**src/rtl/prog_clock_divider.sv**
```systemverilog
// Runtime-programmable integer clock divider with a registered divided clock and tick enable.
// Optional clock gating via the PROG_CLOCK_DIVIDER_GATE_EN macro (adds the enable input).
module prog_clock_divider #(
  parameter int unsigned DIV_W     = 8,
  parameter int unsigned RESET_DIV = 3
) (
  input  logic             clk_in,
  input  logic             reset_n,
  input  logic             div_valid,
  input  logic [DIV_W-1:0] div_value,
`ifdef PROG_CLOCK_DIVIDER_GATE_EN
  input  logic             enable,
`endif
  output logic             div_ready,
  output logic [DIV_W-1:0] cur_div,
  output logic             clk_out,
  output logic             tick
);

  localparam int unsigned     CW      = DIV_W + 1;
  localparam logic [DIV_W-1:0] RST_DIV = DIV_W'(RESET_DIV);
  localparam logic [DIV_W-1:0] RST_CNT = DIV_W'(RESET_DIV - 1);

  logic [DIV_W-1:0] cnt_q, cnt_d;
  logic [DIV_W-1:0] cur_div_q, cur_div_d;
  logic [DIV_W-1:0] pend_div_q, pend_div_d;
  logic             pend_v_q, pend_v_d;
  logic             clk_out_q, clk_out_d;
  logic             tick_q, tick_d;

  logic             run_c;
  logic             wrap_c;
  logic             accept_c;
  logic [DIV_W-1:0] new_div_c;
  logic [DIV_W-1:0] cnt_inc_c;
  logic [CW-1:0]    half_c;

`ifdef PROG_CLOCK_DIVIDER_GATE_EN
  assign run_c = enable;
`else
  assign run_c = 1'b1;
`endif

  // Next phase, divisor and output values; outputs derive from the next count.
  always_comb begin
    cnt_d      = cnt_q;
    cur_div_d  = cur_div_q;
    pend_div_d = pend_div_q;
    pend_v_d   = pend_v_q;
    clk_out_d  = clk_out_q;
    tick_d     = 1'b0;

    wrap_c    = (cnt_q == DIV_W'(cur_div_q - DIV_W'(1)));
    accept_c  = div_valid && !pend_v_q;
    new_div_c = pend_v_q ? pend_div_q : cur_div_q;
    cnt_inc_c = DIV_W'(cnt_q + DIV_W'(1));
    half_c    = CW'(({1'b0, cur_div_q} + CW'(1)) >> 1);

    if (wrap_c) begin
      // Period boundary: pending divisor lands here, whether running or parking.
      cur_div_d = new_div_c;
      pend_v_d  = 1'b0;
      if (run_c) begin
        cnt_d     = '0;
        clk_out_d = 1'b1;
        tick_d    = 1'b1;
      end else begin
        cnt_d     = DIV_W'(new_div_c - DIV_W'(1));
        clk_out_d = 1'b0;
      end
    end else begin
      cnt_d     = cnt_inc_c;
      clk_out_d = ({1'b0, cnt_inc_c} < half_c);
    end

    // Only accepted while nothing is pending, so it never collides with the apply above.
    if (accept_c) begin
      pend_div_d = (div_value == '0) ? DIV_W'(1) : div_value;
      pend_v_d   = 1'b1;
    end
  end

  always_ff @(posedge clk_in) begin
    if (!reset_n) begin
      cnt_q      <= RST_CNT;
      cur_div_q  <= RST_DIV;
      pend_div_q <= RST_DIV;
      pend_v_q   <= 1'b0;
      clk_out_q  <= 1'b0;
      tick_q     <= 1'b0;
    end else begin
      cnt_q      <= cnt_d;
      cur_div_q  <= cur_div_d;
      pend_div_q <= pend_div_d;
      pend_v_q   <= pend_v_d;
      clk_out_q  <= clk_out_d;
      tick_q     <= tick_d;
    end
  end

  assign div_ready = ~pend_v_q;
  assign cur_div   = cur_div_q;
  assign clk_out   = clk_out_q;
  assign tick      = tick_q;

endmodule

```
**config.mk**
```make
export PLATFORM = sky130hd
export DESIGN_NAME = prog_clock_divider
export DESIGN_NICKNAME = d
export VERILOG_FILES = /design/src/rtl/prog_clock_divider.sv
export SDC_FILE = /design/constraint.sdc
export NUM_CORES = 1
export LEC_CHECK = 0
export CAP_MARGIN = 25
export CORE_MARGIN = 3
export CORE_UTILIZATION = 45
export CTS_BUF_LIST = sky130_fd_sc_hd__clkbuf_16
export CTS_CLUSTER_DIAMETER = 30
export CTS_CLUSTER_SIZE = 14
export DETAILED_ROUTE_END_ITERATION = 16
export HOLD_SLACK_MARGIN = 0.03
export PLACE_DENSITY = 0.67
export SETUP_SLACK_MARGIN = 0.3
export SLEW_MARGIN = 10
export SYNTH_ARGS = -nofsm -noshare
export SYNTH_HDL_FRONTEND = slang
export SYNTH_SLANG_ARGS = --single-unit
```
**constraint.sdc**
```tcl
create_clock -name clk_in -period 3.4 [get_ports clk_in]
set_clock_uncertainty 0.05 [all_clocks]
set_input_delay 0.68 -clock clk_in [delete_from_list [all_inputs] [get_ports clk_in]]
set_output_delay 0.68 -clock clk_in [all_outputs]
set_load 0.02 [all_outputs]
```
==> summary.md, run 1 <==
| Metric | Value |
|---|---|
| Final hold viol count | `0` |
| Hold depth | `2` |
| CP Capture Point | `cnt_q[3]` |
| IO Count | `22` |
| CTS root buf | `clkbuf_16` |
| Startpoint types | `flop` |
| GP Congestion | `0.803` |
| DR WL/cell | `12.9 um` |
| Vias | `approximately 1300` |
| Gr ovfl total | `0` |
| Clock-pin slew on the worst setup and hold paths | `roughly 0.070 ns` |
| Share of layout cells above drive strength 1 | `5.88%` |
| Asr flop ratio synth | `0%` |
| Hold Crit Class | `flop to flop` |
| Total GRT Usage | `around 16%` |
| Site Rows | `21` |
| Final setup vio count | `0` |
| Antenna-violating nets left | `0` |
| Rel. slew slack | `40.9%` |
| Tot Pwr | `1310 uW` |
| Clk Latency, worst-skew pair | `between 0.2 and 0.3 ns` |
| Num CTS Buffers | `3` |
| Period minus WS final | `roughly 2.4 ns` |
| Worst reg2reg startpoint | `cur_div[0]` |
| Non-Filler Instances | `between 200 and 300` |
| Worst slew pin tran | `0.884 ns` |
| Inst Count DP | `between 200 and 250` |
| Peak VDD IR | `270 uV` |
| H-tree lvl count | `1` |
| Count of cell types in the netlist | `41` |
| Status | `completed` |
| Hold_buf cts | `0` |
| Crit share post-route | `a little over two thirds` |
| FF-to-FF End | `cnt_q[3]` |
| Post-synth EDFFs | `0` |
| Most used DFF post-synth | `dfxtp_1` |
| # Post-CTS Setup Buffers | `0` |
| Max frequency | `approximately 420 MHz` |
| WP data arrival | `about 2.5 ns` |
| Power per cell area | `between 600 and 700 nW/um^2` |
| Reg2reg path depth | `8` |
| Yosys warnings | `0` |
| Worst Setup Path Type | `flop to flop` |
| Area growth syn-to-layout | `18.9%` |
| DR vias/cell | `between 5 and 6` |
| Largest net degree at the start of global routing | `28` |
| Metal2 WL | `1660 um` |
| WL final | `approximately 3200 um` |
| Gate Count Post-Synth | `190` |
| Initial DRC count | `40` |
| Register area share after synthesis | `between 30% and 40%` |
| Most frequent cells in the layout | `36 x nand2_1, 27 x dfxtp_1, 21 x clkdlybuf4s50_1` |
| Number of diodes | `0` |
| Final net count | `~230` |
| Die area | `4360 sq um` |
| RSZ-0062 raised after global routing | `no` |
| Met3 Routed Length | `~79 um` |
| Number of max-cap violations | `0` |
| Max Transition Viols Final | `0` |
| Port Buffers | `21` |
| Crit path launch | `cur_div[0]` |
| Worst-path maximum fanout | `9` |
| Top sig layer | `met4` |
| CTS tree | `built` |
| Sink Count | `27` |
| R2R setup slack | `1.00 ns` |
| Leak | `between 0.0007 and 0.0008 uW` |
| Max clock buf depth | `2` |
| Vias in the first global route | `1283` |
| Critical Path RT | `3.50 ns` |
| Syn_nets | `about 210` |
| Flops & latches, synth | `27` |
| Post-Syn Area per Cell | `~8.5 sq um` |
| Post-DP HPWL | `~2500 um` |
| Die extent in x | `66.1 um` |
| Worst setup EP type | `flop` |
| Setup_tns | `0 ns` |
| Commonest non-fill, non-tap cell in the layout | `nand2_1` |
| Initial antenna violation count | `0` |
| Initial core utilization | `a little under half` |
| M1 wire length | `between 1000 and 1500 um` |
| Post-CTS sizing | `0` |
| Global-route wire length before repair | `5570 um` |
| Detailed Routing Iterations Pass 1 | `4` |
| Post-synthesis cell area | `1620 sq um` |
| Core region area | `between 3000 and 4000 sq um` |
| # DRC | `0` |
| Die Span Y | `around 66 um` |
[layout make-up]
| class | instances | area [sq um] |
|---|---|---|
| well taps | 46 | 57.6 |
| repair buffers | 21 | 210 |
| clock inverters | 1 | 7.51 |
| fillers | 344 | 1490 |
| multi-input cells | 146 | 1020 |
| flip-flops and latches | 27 | 541 |
| inverters | 6 | 22.5 |
| clock buffers | 3 | 75.1 |
[per-stage QoR]
| step | cell area [sq um] | util [%] | hold slack (ns) | worst slack, ns |
|---|---|---|---|---|
| after floorplan | 1620 | - | 0.385 | 1.15 |
| after global placement | 1850 | 54.1 | 0.393 | 1.09 |
| after detailed placement | 1850 | 54.1 | 0.398 | 0.996 |
| after CTS | 1930 | 56.5 | 0.408 | 0.978 |
| after global routing | 1930 | 56.5 | 0.440 | 0.739 |
| final | 1930 | 56.5 | 0.405 | 1.00 |
[Yosys cell counts (all sizes together) (3+ instances only)]
| master | n | area, sq um |
|---|---|---|
| ha | 11 | 138 |
| nor2 | 11 | 41.3 |
| dfxtp | 27 | 541 |
| xor2 | 8 | 70.1 |
| nand3 | 10 | 55.1 |
| nand2 | 36 | 135 |
| a21boi | 7 | 52.6 |
| nor2b | 7 | 43.8 |
| xnor2 | 12 | 105 |
| nor4 | 4 | 40.0 |
| mux2i | 6 | 60.1 |
| clkbuf | 10 | 38.8 |
| o21ai | 5 | 25.0 |
| o211ai | 3 | 22.5 |
| inv | 6 | 22.5 |
[registers in the layout, indices dropped and copies added, names as in the netlist]
| register | flops |
|---|---|
| cnt_q | 8 |
| clk_out | 1 |
| pend_v_q | 1 |
| tick | 1 |
| pend_div_q | 8 |
| cur_div | 8 |
[logic make-up after synthesis]
family	after synthesis	share of synthesized area [%]
and+or+nand+nor	80	24.7
adders and majority gates	11	8.48
DFF	27	33.3
muxes	6	3.70
AOI/OAI and AO/OA	29	15.0
buffers and inverters	17	4.09
xor gates and xnor gates	20	10.8
[layer usage]
layer  global-route usage, %  vias up
li1                        -      677
met3                    2.55        4
met2                    31.0       15
met4                    4.82        0
met1                    18.9      591
met5                       0        -
[worst min path at each step]
stage                     slack, ns    endpoint     startpoint
after floorplan                0.38  cur_div[2]  pend_div_q[2]
after global placement         0.39  cur_div[2]  pend_div_q[2]
after detailed placement       0.40  cur_div[2]  pend_div_q[2]
after CTS                      0.41  cur_div[2]  pend_div_q[2]
after global routing           0.44  cur_div[3]  pend_div_q[3]
final                          0.40  cur_div[2]  pend_div_q[2]
[power by group]
part	total [uW]	internal, uW	leakage (uW)	switching (uW)
Combinational	585	280	0.000481	305
Clock	271	160	0.0000371	112
Sequential	449	374	0.000221	75.6
[critical path: stages (launching register included)]
cell	delay (ns)
dfxtp_1	0.39
inv_1	0.11
ha_1	0.22
or3b_1	0.40
nor4_1	0.24
o2111ai_2	0.20
a211oi_1	0.34
nand2b_2	0.25
nor2b_1	0.08
Power figures use the tool's default switching activity.
==> run 2: changes to the inputs <==
--- a/config.mk
+++ b/config.mk
@@ -13,7 +13,7 @@
 export CTS_CLUSTER_SIZE = 14
 export DETAILED_ROUTE_END_ITERATION = 16
 export HOLD_SLACK_MARGIN = 0.03
-export PLACE_DENSITY = 0.67
+export PLACE_DENSITY = 0.7
 export SETUP_SLACK_MARGIN = 0.3
 export SLEW_MARGIN = 10
 export SYNTH_ARGS = -nofsm -noshare
==> constraint.sdc (replaced) <==
create_clock -name clk_in -period 2 [get_ports clk_in]
set_clock_uncertainty 0.05 [all_clocks]
set_input_delay 0.4 -clock clk_in [delete_from_list [all_inputs] [get_ports clk_in]]
set_output_delay 0.4 -clock clk_in [all_outputs]
set_load 0.02 [all_outputs]
==> run 2 against run 1 <==
Routed wire length grew 11%. Critical endpoint is now clk_out. Global-route usage grew 2.6 points. Largest power group unchanged. The run now ends with setup timing left. Count of clock-buffer cells in the layout is the same. Power grew 98%. Via count grew 7.5%.
==> summary.md, run 2 (synthesized netlist as in run 1, its figures left out) <==
| Metric | Value |
|---|---|
| Post-DP HPWL | `2850 um (+12%)` |
| Final hold viol count | `0 (unchanged)` |
| Initial DRC count | `28 (-30%)` |
| GP Congestion | `0.773 (-3.7%)` |
| Status | `complete, but fails checks` |
| WL final | `3590 um (+11%)` |
| Total GRT Usage | `19.1% (+2.6 points)` |
| Gr ovfl total | `0 (unchanged)` |
| CTS root buf | `clkbuf_16` |
| H-tree lvl count | `1 (unchanged)` |
| Site Rows | `21 (unchanged)` |
| Post-Place Cell Area | `2090 sq um (+13%)` |
| Startpoint types | `flop` |
| Die Span Y | `66.1 um (unchanged)` |
| Max clock buf depth | `2 (unchanged)` |
| Non-Filler Instances | `279 (+12%)` |
| CTS tree | `built` |
| Post-route cell area | `2240 sq um (+16%)` |
| Max frequency | `479 MHz (+15%)` |
| Power per cell area | `1150 nW/um^2 (+70%)` |
| Commonest non-fill, non-tap cell in the layout | `nand2_1` |
| Share of layout cells above drive strength 1 | `25.8% (+20 points)` |
| Final worst slack | `-0.0863 ns (-1.09 ns)` |
| Port Buffers | `21 (unchanged)` |
| Hold Crit Class | `flop to flop` |
| Leak | `0.000924 uW (+25%)` |
| Reg2reg path depth | `8 (unchanged)` |
| Crit share post-route | `104% (+34 points)` |
| RSZ-0062 raised after global routing | `yes` |
| Num CTS Buffers | `3 (unchanged)` |
| IO Count | `22 (unchanged)` |
| FF-to-FF End | `clk_out` |
| Worst-path maximum fanout | `6 (-3)` |
| Area growth syn-to-layout | `38.3%` |
| Initial core utilization | `47.5% (unchanged)` |
| Rel. slew slack | `70.0% (+29 points)` |
| DR WL/cell | `12.9 um (-0.49%)` |
| Fin util | `65.7% (+9.2 points)` |
| Period minus WS final | `2.09 ns (-0.310 ns)` |
| Failing checks | `setup timing` |
| Peak VDD IR | `660 uV (+140%)` |
| Clk Latency, worst-skew pair | `0.26 ns (about the same)` |
| # DRC | `0 (unchanged)` |
| Number of max-cap violations | `0 (unchanged)` |
| Global-route wire length before repair | `6490 um (+16%)` |
| Vias in the first global route | `1472 (+15%)` |
| Worst reg2reg startpoint | `cur_div[1]` |
| Slowest CP cell | `or3b_4` |
| Die extent in x | `66.1 um (unchanged)` |
| Initial antenna violation count | `0 (unchanged)` |
| Largest net degree at the start of global routing | `24 (-14%)` |
| R2R setup slack | `-0.09 ns (-1.09 ns)` |
| Inst Count DP | `273 (+11%)` |
| Tot Pwr | `2590 uW (+98%)` |
| WP data arrival | `2.19 ns (-0.30 ns)` |
| Min-delay src | `pend_div_q[3]` |
| Final setup vio count | `16 (+16)` |
| Sink Count | `27 (unchanged)` |
| Worst Setup Path Type | `flop to flop` |
| Antenna-violating nets left | `0 (unchanged)` |
| Hold EP | `cur_div[3]` |
| Vias | `1383 (+7.5%)` |
| Largest stage delay, worst path | `0.40 ns (about the same)` |
| Hold_buf cts | `0 (unchanged)` |
| Worst setup EP type | `flop` |
| Hold depth | `2 (unchanged)` |
| Critical path, cell by cell | `inv_4 > ha_4 > or3b_4 > o31a_1 > o2111ai_4 > a211oi_2 > and2_4 > a31o_1` |
| Core region area | `3420 sq um (unchanged)` |
| Worst slew pin tran | `0.448 ns (-0.435 ns)` |
| Die area | `4360 sq um (unchanged)` |
| Most frequent cells in the layout | `36 x nand2_1, 29 x buf_4, 23 x dfxtp_1` |
| Max Transition Viols Final | `0 (unchanged)` |
| Clock-pin slew on the worst setup and hold paths | `0.07 ns (about the same)` |
| Critical Path RT | `2.10 ns (-1.40 ns)` |
| Final net count | `256 (+13%)` |
| Detailed Routing Iterations Pass 1 | `4 (unchanged)` |
| DR vias/cell | `4.96 (-3.7%)` |
| Number of diodes | `0 (unchanged)` |
## run 2: changes by cell type in the layout (fill, tap and decap cells not counted), moves of 2 or more
| cell | before | now |
|---|---|---|
| dfxtp_2 | 0 | 2 |
| clkdlybuf4s50_1 | 21 | 12 |
| a22oi_1 | 2 | 0 |
| dlygate4sd2_1 | 0 | 9 |
| buf_4 | 0 | 29 |
| nor2_2 | 0 | 3 |
| a22oi_2 | 0 | 2 |
| inv_1 | 6 | 4 |
| o21ai_0 | 4 | 2 |
| dfxtp_1 | 27 | 23 |
| dfxtp_4 | 0 | 2 |
| nor2_1 | 11 | 8 |
## run 2: worst max-delay path by stage
stage | startpoint | cells past startpoint | slack, ns | endpoint
floorplan | cur_div[0] | 8 | -0.05 | clk_out
global placement | cur_div[1] | 9 | -0.09 | clk_out
detailed placement | cur_div[1] | 8 | -0.11 | cur_div[4]
CTS | cur_div[1] | 8 | -0.11 | cur_div[4]
global route | cur_div[1] | 8 | -0.20 | cur_div[1]
finish | cur_div[1] | 8 | -0.09 | clk_out
## run 2: per-layer routing
| metal | share of wire (%) | GRT usage, % |
|---|---|---|
| met3 | 3.3 | 4.08 |
| met1 | 45 | 22.1 |
| met5 | 0 | 0 |
| met2 | 51 | 34.9 |
| met4 | 1.1 | 5.33 |
## run 2: cell type report
cell class	instances	area, sq um
clock buffer	3	75.1
clock inverter	1	8.76
fill	285	1170
inverter	6	25.0
multi-input combinational	146	1110
sequential	27	551
tap	46	57.6
timing repair buffer	50	417
## run 2: report_power, final
| group | internal [uW] | switching (uW) | leakage (uW) | total (uW) |
|---|---|---|---|---|
| combinational | 694 | 698 | 0.000661 | 1390 |
| clock | 276 | 189 | 0.0000415 | 465 |
| sequential | 646 | 84.6 | 0.000222 | 731 |
| total | 1620 | 971 | 0.000924 | 2590 |
## run 2: what timing repair did
item / CTS / global route
buffers inserted: 2 / 0
endpoints found under the hold margin: 0 / 0
pin swaps: 8 / 2
endpoints found under the setup margin: 28 / 19
resized for setup: 19 / 6
## run 2: critical path, delay by kind of cell (launching register included)
family                   cells  cell delay, ns
AO/OA/AOI/OAI                4            0.80
adder cells (fa/ha/maj)      1            0.12
buffers and inverters        1            0.06
flip-flops                   1            0.37
AND/OR/NAND/NOR              2            0.56
## run 2: through the flow
step                setup TNS, ns  setup slack, ns  hold slack, ns
finish                     -0.713          -0.0863           0.403
global route                -2.96           -0.203           0.426
CTS                        -0.893           -0.106           0.402
detailed placement          -1.24           -0.107           0.392
global placement           -0.463          -0.0887           0.389
floorplan                  -0.291          -0.0473           0.377
==> run 3: changes to the inputs <==
--- a/config.mk
+++ b/config.mk
@@ -9,7 +9,7 @@
 export CORE_MARGIN = 3
 export CORE_UTILIZATION = 45
 export CTS_BUF_LIST = sky130_fd_sc_hd__clkbuf_16
-export CTS_CLUSTER_DIAMETER = 30
+export CTS_CLUSTER_DIAMETER = 200
 export CTS_CLUSTER_SIZE = 14
 export DETAILED_ROUTE_END_ITERATION = 16
 export HOLD_SLACK_MARGIN = 0.03
==> results of run 3 <==
The final DEF is identical to that of run 2; final timing and power are the same.
